[src/rtl/fifo_wr_arbiter_if.sv]
// Bundle between N_REQ producers, the write-port arbiter and the FIFO write side.
// master = arbiter view, slave = producers/FIFO view.
interface fifo_wr_arbiter_if #(
  parameter int N_REQ  = 4,
  parameter int DATA_W = 8
);
  logic [N_REQ-1:0]        req_valid;
  logic [N_REQ-1:0]        req_last;
  logic [N_REQ*DATA_W-1:0] req_data;
  logic [N_REQ-1:0]        req_ready;
  logic                    fifo_full;
  logic                    fifo_write_en;
  logic [DATA_W-1:0]       fifo_data;
  logic [N_REQ-1:0]        grant;
  logic                    busy;

  modport master (
    input  req_valid, req_last, req_data, fifo_full,
    output req_ready, fifo_write_en, fifo_data, grant, busy
  );

  modport slave (
    output req_valid, req_last, req_data, fifo_full,
    input  req_ready, fifo_write_en, fifo_data, grant, busy
  );
endinterface

[src/rtl/fifo_wr_arbiter.sv]
// Round-robin arbiter sharing one FIFO write port among N_REQ producers, grant held per packet.
// Latency: one IDLE cycle to grant, then writes same-cycle as valid; ready gated by fifo_full.
module fifo_wr_arbiter #(
  parameter int N_REQ     = 4,
  parameter int DATA_W    = 8,
  parameter int MAX_BURST = 4
) (
  input  logic               clk_i,
  input  logic               reset_i,
  fifo_wr_arbiter_if.master  bus
);
  localparam int PTR_W = $clog2(N_REQ);
  localparam int CNT_W = $clog2(MAX_BURST + 1);

  typedef enum logic {IDLE, GRANT} state_t;

  state_t             state, state_nxt;
  logic [N_REQ-1:0]   grant_q, grant_nxt;
  logic [PTR_W-1:0]   rr_ptr, rr_ptr_nxt;
  logic [CNT_W-1:0]   beat_cnt, beat_cnt_nxt;

  logic               sel_valid;
  logic               sel_last;
  logic [DATA_W-1:0]  sel_data;
  logic [PTR_W-1:0]   gidx;
  logic               win_found;
  logic [PTR_W-1:0]   win_idx;
  logic [PTR_W:0]     scan;
  logic               busy;
  logic               xfer;
  logic [CNT_W-1:0]   cnt_inc;
  logic               grant_exit;

  // Grant is one-hot, so OR-ing the masked lanes is a mux on the granted requester.
  always_comb begin
    sel_valid = 1'b0;
    sel_last  = 1'b0;
    sel_data  = '0;
    gidx      = '0;
    for (int i = 0; i < N_REQ; i++) begin
      if (grant_q[i]) begin
        sel_valid = bus.req_valid[i];
        sel_last  = bus.req_last[i];
        sel_data  = bus.req_data[i*DATA_W +: DATA_W];
        gidx      = PTR_W'(i);
      end
    end
  end

  // First valid requester at or after rr_ptr, wrapping modulo N_REQ.
  always_comb begin
    win_found = 1'b0;
    win_idx   = '0;
    scan      = '0;
    for (int i = 0; i < N_REQ; i++) begin
      scan = {1'b0, rr_ptr} + (PTR_W+1)'(i);
      if (scan >= (PTR_W+1)'(N_REQ)) begin
        scan = scan - (PTR_W+1)'(N_REQ);
      end
      if (!win_found && bus.req_valid[scan[PTR_W-1:0]]) begin
        win_found = 1'b1;
        win_idx   = scan[PTR_W-1:0];
      end
    end
  end

  assign busy       = (state == GRANT);
  assign xfer       = busy && sel_valid && !bus.fifo_full;
  assign cnt_inc    = beat_cnt + CNT_W'(1);
  assign grant_exit = xfer && (sel_last || (cnt_inc == CNT_W'(MAX_BURST)));

  assign bus.req_ready     = (busy && !bus.fifo_full) ? grant_q : '0;
  assign bus.fifo_write_en = xfer;
  assign bus.fifo_data     = xfer ? sel_data : '0;
  assign bus.grant         = grant_q;
  assign bus.busy          = busy;

  always_comb begin
    state_nxt    = state;
    grant_nxt    = grant_q;
    rr_ptr_nxt   = rr_ptr;
    beat_cnt_nxt = beat_cnt;
    case (state)
      IDLE: begin
        if (win_found) begin
          grant_nxt          = '0;
          grant_nxt[win_idx] = 1'b1;
          beat_cnt_nxt       = '0;
          state_nxt          = GRANT;
        end
      end
      GRANT: begin
        if (xfer) begin
          beat_cnt_nxt = cnt_inc;
        end
        // A stalled or idle granted requester keeps the grant: packets are never split.
        if (grant_exit) begin
          rr_ptr_nxt = (gidx == PTR_W'(N_REQ - 1)) ? '0 : gidx + 1'b1;
          grant_nxt  = '0;
          state_nxt  = IDLE;
        end
      end
      default: begin
        state_nxt = IDLE;
        grant_nxt = '0;
      end
    endcase
  end

  always_ff @(posedge clk_i) begin
    if (reset_i) begin
      state    <= IDLE;
      grant_q  <= '0;
      rr_ptr   <= '0;
      beat_cnt <= '0;
    end else begin
      state    <= state_nxt;
      grant_q  <= grant_nxt;
      rr_ptr   <= rr_ptr_nxt;
      beat_cnt <= beat_cnt_nxt;
    end
  end
endmodule

[src/flat_wrapper.sv]
// flat-port wrapper written by rule: the top's interface ports become plain ports
module fifo_wr_arbiter_flat 
#(
  parameter int N_REQ     = 4,
  parameter int DATA_W    = 8,
  parameter int MAX_BURST = 4
)
  (clk_i, reset_i, bus_req_valid, bus_req_last, bus_req_data, bus_fifo_full, bus_req_ready, bus_fifo_write_en, bus_fifo_data, bus_grant, bus_busy);
  fifo_wr_arbiter_if #(.N_REQ(N_REQ), .DATA_W(DATA_W)) bus_i ();
  input  logic clk_i;
  input  logic reset_i;
  input wire logic [$bits(bus_i.req_valid)-1:0] bus_req_valid;
  input wire logic [$bits(bus_i.req_last)-1:0] bus_req_last;
  input wire logic [$bits(bus_i.req_data)-1:0] bus_req_data;
  input wire logic [$bits(bus_i.fifo_full)-1:0] bus_fifo_full;
  output wire logic [$bits(bus_i.req_ready)-1:0] bus_req_ready;
  output wire logic [$bits(bus_i.fifo_write_en)-1:0] bus_fifo_write_en;
  output wire logic [$bits(bus_i.fifo_data)-1:0] bus_fifo_data;
  output wire logic [$bits(bus_i.grant)-1:0] bus_grant;
  output wire logic [$bits(bus_i.busy)-1:0] bus_busy;
  assign bus_i.req_valid = bus_req_valid;
  assign bus_i.req_last = bus_req_last;
  assign bus_i.req_data = bus_req_data;
  assign bus_i.fifo_full = bus_fifo_full;
  assign bus_req_ready = bus_i.req_ready;
  assign bus_fifo_write_en = bus_i.fifo_write_en;
  assign bus_fifo_data = bus_i.fifo_data;
  assign bus_grant = bus_i.grant;
  assign bus_busy = bus_i.busy;
  fifo_wr_arbiter #(.N_REQ(N_REQ), .DATA_W(DATA_W), .MAX_BURST(MAX_BURST)) u_core (.clk_i(clk_i), .reset_i(reset_i), .bus(bus_i));
endmodule
[config.mk]
export PLATFORM = sky130hd
export DESIGN_NAME = fifo_wr_arbiter_flat
export DESIGN_NICKNAME = d
export VERILOG_FILES = /design/src/rtl/fifo_wr_arbiter_if.sv /design/src/rtl/fifo_wr_arbiter.sv /design/src/flat_wrapper.sv
export SDC_FILE = /design/constraint.sdc
export NUM_CORES = 1
export LEC_CHECK = 0
export BUFFER_PORTS_ARGS = -buffer_cell sky130_fd_sc_hd__buf_2
export CAP_MARGIN = 20
export CORE_MARGIN = 8
export CORE_UTILIZATION = 40
export DETAILED_ROUTE_END_ITERATION = 16
export PLACE_DENSITY = 0.77
export RECOVER_POWER = 100
export SYNTH_ARGS = -nofsm -noshare
export SYNTH_HDL_FRONTEND = slang
export SYNTH_SLANG_ARGS = --single-unit
[constraint.sdc]
create_clock -name clk_i -period 4.73 [get_ports clk_i]
set_clock_uncertainty 0.05 [all_clocks]
set_input_delay 0.946 -clock clk_i [delete_from_list [all_inputs] [get_ports clk_i]]
set_output_delay 0.946 -clock clk_i [all_outputs]
set_load 0.02 [all_outputs]
==> flow_summary.toml <==
[cts]
cts_max_level = 1
ctsResizeCount = 0
cts_hold_buffers = 0
clockRootBuffer = "clkbuf_4"
cts_made_buffers = 3
cts_tree = "done"
clk_pin_slew_ns = 0.06
postCtsSetupRepairBufs = 0
insertion_delay_ns = 0.25
cts_buffer_depth = 2
numClockSinks = 10

[power]
p_int_uw = 146.5
swShare = 0.3079
power.leakage_nw = 0.4809
power_uw = 211.7
p_sw_uw = 65.17
ir_drop_v = 0.0001715
seqPwrFrac = 0.429
power_frac_comb = 0.309
cellPowerDensity_nw_per_um2 = 181.5
pwr-share-clk = 0.262

[synth]
synthesis.nets = 159
ys_ff_latch = 10
netlist_area_um2 = 900.9
synth_cells = 113
yosysTopAreaCell = "dfxtp_1"
synth_edf_count = 0
ys_seq_area_frac = 0.2222
yosys_warnings = 0
ys.flop_type = "dfxtp_1"
async_reset_ff_frac = 0
synth_area_leaders = "dfxtp_1 22%, a221oi_1 7.8%, o22ai_1 6.3%"
syn_avg_cell_area_um2 = 7.972
yosysUniqueCellTypes = 38
netlist.area_leader.share = 0.2222

[routing]
dr.pass1.iters = 4
ant_nets = 0
drtIter0Drc = 138
drt_wl_total_mm = 3.314
vias = 1157
wire_per_inst_um = 16.82
drc = 0
viasPerCell = 5.873

[floorplan]
die_x_um = 63.46
initial_core_util = 0.4152
die_h_um = 63.46
die-area_um2 = 4027
io_pins = 61
std_cell_rows = 17
core_area_um2 = 2170

[timing]
setup_slack_ns = 0.8237
hold_violations = 0
maxSlewViolCount = 0
max_slew_margin = 0.2228
tns_ns = 0
holdWs_ns = 0.4540
setup_viol = 0
timing.fmax_mhz = 256.0
tightestPinTransition_ns = 1.165
period_needed_ns = 3.906
fin_crit_sh = 0.8259
grt_setup_unrepaired = "no"

[worst_setup_path]
r2r_cells = 6
crit_chain = "nor2b_1, a221o_2, o2111ai_1, inv_1, clkbuf_1"
r2r-end = "u_core.beat_cnt[2]$_SDFFE_PP0P_"
cp_slowest_cell = "nor2b_1"
max_stage_delay_ns = 0.64
cp-end-kind = "output pin"
reg2reg_from = "u_core.bus.grant[1]$_SDFFE_PP0P_"
cp_data_arrival_time_ns = 2.91
worst_setup_path_start_kind = "register"
r2r_slack_ns = 1.80
path_max_fanout = 15
crit_required_ns = 3.73
crit_type = "reg -> out"

[cells_and_area]
final_util = 0.5375
syn_to_final_growth_pct = 29.44
nets = 217
fin_area_um2 = 1166
fillCellCount = 219
instances_no_fill = 197
diodes = 0
final_layout_size_suffix_gt1_frac = 0.3018

[worst_hold_path]
min_path_type = "reg -> reg"
min_to = "u_core.rr_ptr[0]$_SDFFE_PP0P_"
hp-start = "u_core.rr_ptr[0]$_SDFFE_PP0P_"
hold_depth = 2

[placed_design]
placement.cell_area_um2 = 1186
place.gp.congestion = 0.8737
hpwlAfterDp_mm = 2.579
placement.io_buffers = 60
place_ws_ns = 1.574
dp_cells = 194

[global_route]
grt_first_pass_wirelength_mm = 5.285
grt_overflow = 0
grt_pass1_vias = 1090
grt_max_degree = 16
antenna_found_initial = 0
track_usage = 0.1552

[status]
status = "complete, no violations"

[flow_run]
drv_cap = 0
[synthesized netlist by cell type (all sizes together), types with 2 or more instances]
cell    instances
nand2           4
a221oi          8
inv             5
nand3b          4
and2            4
buf             5
ha              3
or2b            2
nor2b           3
or2             4
clkbuf          2
o32ai           4
o21ai           3
nor2            3
a221o           2
nand3           4
dfxtp          10
nor3           11
o22ai           9
a21oi           7
nand2b          6
[power by group through the flow]
stage / clock (mW) / sequential (mW) / combinational (mW)
2_1_floorplan: 0 / 0.0935 / 0.0402
3_3_place_gp: 0 / 0.0925 / 0.0657
3_5_place_dp: 0 / 0.0926 / 0.0675
4_1_cts: 0.0567 / 0.0907 / 0.0680
5_1_grt: 0.0611 / 0.0912 / 0.0717
6_report: 0.0555 / 0.0908 / 0.0654
[final cells by class]
type	instances	area (um^2)	share of cell area
repair buffers	60	277.8	0.2382
well taps	28	35.03	0.03004
multi-input cells	90	608.1	0.5215
flip-flops and latches	10	200.2	0.1717
clock buffers	3	22.52	0.01931
inverters	6	22.52	0.01931
[per-layer routing]
| layer | share of wire | up-vias | GRT usage |
|---|---|---|---|
| met5 | 0 | - | 0 |
| met4 | 0.0097 | 0 | 0.03064 |
| met3 | 0.10 | 4 | 0.05124 |
| met2 | 0.42 | 78 | 0.2548 |
| met1 | 0.46 | 523 | 0.1917 |
| li1 | - | 552 | - |
[worst max-delay path, delay by kind of cell, from the launching register on]
| kind | cells | cell delay [ns] |
|---|---|---|
| compound gates | 2 | 0.83 |
| buf+inv | 2 | 0.70 |
| flops | 1 | 0.47 |
| simple gates | 1 | 0.64 |
[cells in the final DEF (no fill, tap or decap)]
cell type  synthesis  layout
nor2_1             2       3
dfxtp_1           10      10
nor4_1             1       1
nor3b_1            1       1
o22ai_1            9       9
a221oi_1           8       8
a211oi_1           1       1
ha_1               3       3
a221o_1            1       1
a32oi_2            1       1
and2_1             4       4
or2_2              3       3
nand3_1            4       4
buf_2              1      42
clkbuf_4           0       3
inv_1              5       5
clkbuf_1           2      18
nand3b_1           4       4
o21ai_0            2       3
a311oi_1           1       1
a221o_2            1       1
or3_1              1       1
or2b_1             2       2
o2111ai_1          0       1
nor3_1            10      10
nand2_1            4       4
a32o_1             1       1
xor2_1             1       1
nor3_2             1       1
nor2b_1            3       3
o32ai_1            4       4
clkinv_1           1       1
nand2b_1           6       6
a21oi_1            7       7
or2_1              1       1
[cells by family after synthesis]
group	Yosys count	synth area share
buffers and inverters	13	0.08054
and+or+nand+nor	48	0.3111
DFF	10	0.2222
adders and majority gates	3	0.04167
xor gates and xnor gates	1	0.009724
AOI/OAI and AO/OA	38	0.3347
[how the worst max path moves through the flow]
stage                                           from                end  slack, ns
floorplan                              bus_fifo_full   bus_fifo_data[0]       1.65
global placement                    bus_req_valid[1]  bus_fifo_write_en       1.63
detailed placement                     bus_fifo_full  bus_fifo_write_en       1.57
CTS                 u_core.bus.grant[1]$_SDFFE_PP0P_  bus_fifo_write_en       1.32
global route        u_core.bus.grant[1]$_SDFFE_PP0P_  bus_fifo_write_en       0.61
finish              u_core.bus.grant[1]$_SDFFE_PP0P_  bus_fifo_write_en       0.82
[flip-flops by register name (all words and copies together) (netlist names)]
name,cells
u_core.beat_cnt,3
u_core.bus.busy,1
u_core.bus.grant,4
u_core.rr_ptr,2
Power figures use the tool's default switching activity.
